<file path="src/rtl/lsu_load_unit.sv">
// Load-side memory stage: one load at a time, a single-beat AXI4 read, then lane
// extraction and sign/zero extension back to the pipeline.
module lsu_load_unit #(
    parameter logic [3:0]  AXI_ID   = 4'd0,
    parameter logic [31:0] ERR_DATA = 32'h0
) (
    input  logic        clk,
    input  logic        rst,
    input  logic        req_valid,
    output logic        req_ready,
    input  logic [31:0] req_addr,
    input  logic [1:0]  req_size,
    input  logic        req_sext,
    output logic        resp_valid,
    input  logic        resp_ready,
    output logic [31:0] resp_data,
    output logic        resp_err,
    output logic [31:0] araddr,
    output logic        arvalid,
    input  logic        arready,
    output logic [3:0]  arid,
    output logic [7:0]  arlen,
    output logic [2:0]  arsize,
    output logic [1:0]  arburst,
    input  logic [31:0] rdata,
    input  logic [1:0]  rresp,
    input  logic        rvalid,
    output logic        rready,
    input  logic        rlast,
    output logic [1:0]  dbg_state
);

    // Handshakes: a transfer happens on any posedge where valid && ready are both high;
    // a raised valid stays high, with its payload stable, until that transfer.
    typedef enum logic [1:0] {
        S_IDLE = 2'd0,
        S_AR   = 2'd1,
        S_R    = 2'd2,
        S_RESP = 2'd3
    } state_e;

    state_e      state_q, state_d;
    logic [31:0] addr_q, addr_d;
    logic [1:0]  size_q, size_d;
    logic        sext_q, sext_d;
    logic        arvalid_q, arvalid_d;
    logic        rready_q, rready_d;
    logic        resp_valid_q, resp_valid_d;
    logic        resp_err_q, resp_err_d;
    logic [31:0] resp_data_q, resp_data_d;

    logic        req_bad;
    logic [31:0] lane;
    logic [31:0] load_data;
    logic        unused_ok;

    assign req_bad = (req_size == 2'b11)
                  || (req_size == 2'b01 && req_addr[0])
                  || (req_size == 2'b10 && req_addr[1:0] != 2'b00);

    assign lane      = rdata >> {addr_q[1:0], 3'b000};
    assign unused_ok = &{1'b0, rlast, lane[31:16]};

    always_comb begin
        load_data = rdata;
        case (size_q)
            2'b00:   load_data = {{24{sext_q & lane[7]}}, lane[7:0]};
            2'b01:   load_data = {{16{sext_q & lane[15]}}, lane[15:0]};
            default: load_data = rdata;
        endcase
    end

    always_comb begin
        state_d      = state_q;
        addr_d       = addr_q;
        size_d       = size_q;
        sext_d       = sext_q;
        arvalid_d    = arvalid_q;
        rready_d     = rready_q;
        resp_valid_d = resp_valid_q;
        resp_err_d   = resp_err_q;
        resp_data_d  = resp_data_q;
        case (state_q)
            S_IDLE: begin
                if (req_valid) begin
                    addr_d = req_addr;
                    size_d = req_size;
                    sext_d = req_sext;
                    // Bad requests never reach the bus; they answer straight away.
                    if (req_bad) begin
                        state_d      = S_RESP;
                        resp_valid_d = 1'b1;
                        resp_err_d   = 1'b1;
                        resp_data_d  = ERR_DATA;
                    end else begin
                        state_d   = S_AR;
                        arvalid_d = 1'b1;
                    end
                end
            end
            S_AR: begin
                if (arready) begin
                    arvalid_d = 1'b0;
                    rready_d  = 1'b1;
                    state_d   = S_R;
                end
            end
            S_R: begin
                if (rvalid) begin
                    rready_d     = 1'b0;
                    resp_valid_d = 1'b1;
                    resp_err_d   = (rresp != 2'b00);
                    resp_data_d  = (rresp != 2'b00) ? ERR_DATA : load_data;
                    state_d      = S_RESP;
                end
            end
            S_RESP: begin
                if (resp_ready) begin
                    resp_valid_d = 1'b0;
                    state_d      = S_IDLE;
                end
            end
            default: state_d = S_IDLE;
        endcase
    end

    always_ff @(posedge clk or negedge rst) begin
        if (!rst) begin
            state_q      <= S_IDLE;
            addr_q       <= 32'h0;
            size_q       <= 2'b00;
            sext_q       <= 1'b0;
            arvalid_q    <= 1'b0;
            rready_q     <= 1'b0;
            resp_valid_q <= 1'b0;
            resp_err_q   <= 1'b0;
            resp_data_q  <= 32'h0;
        end else begin
            state_q      <= state_d;
            addr_q       <= addr_d;
            size_q       <= size_d;
            sext_q       <= sext_d;
            arvalid_q    <= arvalid_d;
            rready_q     <= rready_d;
            resp_valid_q <= resp_valid_d;
            resp_err_q   <= resp_err_d;
            resp_data_q  <= resp_data_d;
        end
    end

    // araddr stays on the latched address through R: the CLINT decodes it in its data phase.
    assign req_ready  = (state_q == S_IDLE);
    assign araddr     = addr_q;
    assign arsize     = {1'b0, size_q};
    assign arvalid    = arvalid_q;
    assign arid       = AXI_ID;
    assign arlen      = 8'd0;
    assign arburst    = 2'b01;
    assign rready     = rready_q;
    assign resp_valid = resp_valid_q;
    assign resp_err   = resp_err_q;
    assign resp_data  = resp_data_q;
    assign dbg_state  = state_q;

endmodule

</file>
<file path="config.mk">
export PLATFORM = sky130hd
export DESIGN_NAME = lsu_load_unit
export DESIGN_NICKNAME = d
export VERILOG_FILES = /design/src/rtl/lsu_load_unit.sv
export SDC_FILE = /design/constraint.sdc
export NUM_CORES = 1
export LEC_CHECK = 0
export BUFFER_PORTS_ARGS = -buffer_cell sky130_fd_sc_hd__buf_2
export CAP_MARGIN = 20
export CORE_MARGIN = 1.5
export CORE_UTILIZATION = 40
export CTS_CLUSTER_SIZE = 20
export DETAILED_ROUTE_END_ITERATION = 6
export PLACE_DENSITY = 0.75
export SLEW_MARGIN = 20
export SYNTH_ARGS = -nofsm -noshare
export SYNTH_HDL_FRONTEND = slang
export SYNTH_SLANG_ARGS = --single-unit
</file>
<file path="constraint.sdc">
create_clock -name clk -period 4.7 [get_ports clk]
set_input_delay 0.705 -clock clk [delete_from_list [all_inputs] [get_ports clk]]
set_output_delay 0.705 -clock clk [all_outputs]
set_load 0.02 [all_outputs]
</file>
# Word-level counts from Yosys, hierarchy flattened
# Index checks and enable logic that the tools add are counted.
[classes] n_bitwise=2 eq_ne=13 muxes=26 n_shift=1 n_reduce_logical=18
[ops] op="two-way mux 32 bit" count=4
[ops] op="case mux 32 bit (2 select lines)" count=2
[ops] op=">> shifter 32 x 5 -> 16 bit" count=1
[ops] op="AND reduction 4 bit" count=3
[ops] op="two-way mux 1 bit" count=10
[ops] op="two-way mux 2 bit" count=5
[ops] op="!= test 2 bit, second input constant" count=5
[ops] op="nonzero test 2 bit" count=5
[ops] op="equality test 2 bit, second input constant" count=4
[ops] op="case mux 2 bit (4 select lines)" count=1
[ops] op="equality test 2 x 1 -> 1 bit, second input constant" count=3
[ops] op="case mux 1 bit (2 select lines)" count=3
[ops] op="AND reduction 5 bit" count=1
[ops] op="zero test 2 bit" count=2
[ops] op="case mux 1 bit (3 select lines)" count=1
[ops] op="AND reduction 3 bit" count=1
[ops] op="nonzero test 3 bit" count=1
[ops] op="AND 1 bit" count=2
[ops] op="logical AND 1 bit" count=2
[ops] op="logical OR 1 bit" count=2
[ops] op="!= test 2 x 1 -> 1 bit, second input constant" count=1
[ops] op="AND reduction 2 bit" count=1
[word_totals] elab_cells=69 out_inout_bits=88 ff_bits=73

# Longest topological paths before layout
[depth] word_depth=7 mapped_depth=7 depth_no_buf=6

# Worst setup path before layout
# No wires, ideal clock.
[synth_timing] path_type="reg2reg" startpoint="register state_q[0] (netlist: dbg_state[0])" endpoint="register resp_data_q[21] (netlist: resp_data[21])" period_less_slack_ps=2357 path_stages_with_launch=8 slack_ps=2343 required_ps=4634 n_path_buf=1 arrival_ps=2291 path_cell_list="dfrtp_1 > inv_1 > ha_1 > nand2b_1 > or4b_4 > nor4b_4 > buf_6 > a221o_1"
[synth_via] elab_chain_len=3
[synth_lines] element="start: declaration" line_no="42" source="state_e state_q, state_d;"
[synth_lines] element="start signal: assignment" line_no="139" source="state_q <= state_d;"
[synth_lines] element="zero test 2 bit (*)"
[synth_lines] element="via req_ready" line_no="10" source="output logic req_ready,"
[synth_lines] element="!= test 2 x 1 -> 1 bit (no source line) (tied with other cells)"
[synth_lines] element="AND reduction 4 bit (no source line)"
[synth_lines] element="end signal: assignment" line_no="147" source="resp_data_q <= resp_data_d;"
[synth_lines] element="end: declaration" line_no="50" source="logic [31:0] resp_data_q, resp_data_d;"
# Mark *: on every way through the listed nets, which the timed path passes. The rest lies on a longest branch.
# A chain may end at the register's enable or synchronous reset.

# Final worst setup path
[layout_timing] startpoint="register state_q[0] (netlist: dbg_state[0])" endpoint="register resp_data_q[18] (netlist: resp_data[18])"
[layout_via] elab_chain_len=3
[layout_lines] element="equality test 2 bit / zero test 2 bit (equally long branches)" line_no="83" source="case (state_q)"
[layout_lines] element="!= test 2 bit (no source line) (tied with other cells)"
[layout_lines] element="AND reduction 4 bit (no source line)"
# Several ways; a longest one is shown, not always the timed one.

==> flow_summary.yaml <==
power_and_ir_drop:
  p_switching_mw: 1.38
  swShare_pct: 43.5
  p_clk_share_pct: 15.4
  leakagePower_nw: 2.29
  internal-power_mw: 1.79
  peakVddDrop_mv: 0.353
  power_frac_comb_pct: 48.1
  p_per_area_nw_per_um2: 700
  p_seq_share_pct: 36.5
yosys:
  ys_top_cells_by_area: "dfrtp_1 51%, mux2_2 11%, a221o_1 4.7%, mux2i_1 3.9%, buf_4 3.3%"
  yosys.area.top_type: "dfrtp_1"
  synth-main-ff-cell: "dfrtp_1"
  avgSynthCellArea_sq_um: 11.8
  async_flop_share_pct: 100
  yosys.area.top_type_share_pct: 50.8
  synth_area_sq_um: 3590
  post_synth_inst_count: 304
  synth_cell_types: 43
  ys_ff_latch: 73
  synth-edff-count: 0
  ys_warn_count: 0
  ys_seq_area_share_pct: 50.8
sta:
  clock-skew-final_ns: 0.00345
  slew_violations: 0
  setup_violations: 0
  rsz0062_at_grt: "false"
  fin_setup_tns_ns: 0
  hold_violations: 0
  worst_pin_slew_ns: 1.02
  period_share_pct: 57.5
  max_slew_margin_pct: 31.5
  fin_crit_ns: 2.70
  fmax_mhz: 370
global_routing:
  overflow: 0
  antenna_found_initial: 0
  grt_start_max_net_pins: 74
  grt_pass1_vias: 3017
  grt_pass1_wl_mm: 14.9
  grt.total_usage_pct: 19.5
setup_path:
  critical_path_required_ns: 4.98
  cp_cell_sequence: "inv_1, ha_1, nand2b_1, or4b_4, nor3b_2, a221o_1"
  endpoint_kind: "register"
  max_stage_delay_ns: 0.84
  r2r_setup_slack_ns: 2.00
  crit_arrival_ns: 2.98
  worst-setup-path-type: "register to register"
  startpoint: "dbg_state[0]"
  rr_worst_depth: 6
  timing.rr.start: "dbg_state[0]"
  crit_slowest_cell: "nor3b_2"
  cp-start-kind: "register"
  r2r_end: "resp_data[18]"
  path_max_fanout: 16
clock_tree:
  clk_pin_slew_worst_paths_ns: 0.08
  post_cts_buffers: 0
  clock_path_buffers: 2
  cts_resized: 0
  cts.hold.buffers_added: 0
  cts-root-buf: "clkbuf_8"
  htreeDepth: 3
  cts_tree: "yes"
  insertion_delay_ns: 0.34
  cts.sinks: 73
  cts_buffers: 9
cells_and_area:
  fillers: 777
  final_common_cell: "buf_2"
  layout-drive-gt1-share_pct: 46.6
  finalInstanceArea_sq_um: 4540
  synthToLayoutAreaGrowth_pct: 26.4
  final_nets: 528
  final_cells: 559
  diodes: 0
  final_cell_mix: "146 x buf_2, 73 x dfrtp_1, 36 x mux2_2"
floorplan:
  start_util_pct: 41.2
  die_h_um: 97.8
  coreArea_sq_um: 8720
  dieWidth_um: 97.8
  num_rows: 34
  ios: 164
  die_area_sq_um: 9560
hold_path:
  min_to: "resp_err"
  hp-class: "register to register"
  whs_path_depth: 1
  min_from: "resp_err"
drt:
  vias: 2946
  viasPerCell: 5.27
  drtIter0Drc: 100
  wl_mm: 9.23
  route.antenna.remaining_nets: 0
  dr.pass1.iters: 4
  drc: 0
  avgRoutedWirePerCell_um: 16.5
place:
  placed_cell_area_sq_um: 4350
  place_congestion: 0.852
  dp.cells: 543
  dpl.hpwl_mm: 6.81
  io_buffers: 147
run_status:
  outcome: "complete, no violations"
flow_run:
  maxCapViolations: 0
## registers in the layout (all words and copies together), names as in the netlist
register    cells
arvalid         1
rready          1
resp_err        1
size_q          2
sext_q          1
dbg_state       2
resp_data      32
araddr         32
resp_valid      1
## power by group through the flow
stage	Clock [mW]	Sequential, mW	Combinational [mW]
floorplan	0	1.42	0.771
global placement	0	1.15	1.50
detailed placement	0	1.17	1.55
CTS	0.506	1.16	1.55
global route	0.530	1.21	1.65
finish	0.491	1.16	1.53
## cell type report
type                            instances  area, sq um  area share [%]
Clock buffer                            9          124            2.73
Inverter                               13         48.8            1.07
Clock inverter                          7         71.3            1.57
Multi-Input combinational cell        200         1580            34.9
Timing Repair Buffer                  149          753            16.6
Sequential cell                        73         1830            40.2
Tap cell                              108          135            2.97
## per-stage QoR
stage	setup WS (ns)	hold slack, ns	total power, mW	util, %
CTS	2.00	0.498	3.22	52.1
detailed placement	2.01	0.473	2.72	49.9
floorplan	2.34	0.409	2.19	-
global route	1.80	0.515	3.39	52.1
global placement	2.08	0.469	2.66	49.9
finish	2.00	0.495	3.18	52.1
## worst max-delay path by stage
| stage | slack (ns) | cells after the start | end |
|---|---|---|---|
| after global placement | 2.08 | 6 | resp_data[19] |
| after global routing | 1.80 | 6 | resp_data[18] |
| after floorplan | 2.34 | 7 | resp_data[21] |
| final | 2.00 | 6 | resp_data[18] |
| after CTS | 2.00 | 6 | resp_data[18] |
| after detailed placement | 2.01 | 6 | resp_data[18] |
## cells by family after synthesis
group                    share of synthesized area, %
other                                           0.209
AO/OA/AOI/OAI                                    15.1
flip-flops                                       50.8
AND/OR/NAND/NOR                                  9.92
multiplexers                                     15.2
buffers and inverters                            6.62
adder cells (fa/ha/maj)                          2.09
## worst max-delay path, delay by kind of cell, from the launching register on
family,cells,cell delay [ns]
AOI/OAI and AO/OA,1,0.29
adders and majority gates,1,0.32
buffers and inverters,1,0.11
DFF,1,0.41
and+or+nand+nor,3,1.50
## Yosys cell counts (2+ instances only)
master	instances
inv_1	13
nand2b_1	18
buf_2	4
clkbuf_1	9
a21oi_1	9
conb_1	2
ha_1	6
a32o_1	8
mux2i_1	14
nand2_1	18
buf_4	16
nor3_1	2
nor2b_1	4
o32ai_1	7
a221o_1	17
nor2_1	13
o211ai_1	8
o21ai_0	2
o21a_1	2
mux2_2	36
o41ai_1	2
dfrtp_1	73
## metal layers
metal  track usage (%)  vias up  part of all wire [%]
met3              6.66        8                   8.6
met1              25.2     1425                    43
met2              31.6      149                    48
met5                 0        -                     0
met4              5.38        0                   1.1
li1                  -     1364                     -
Note: power is estimated with default switching activity, not from simulation.
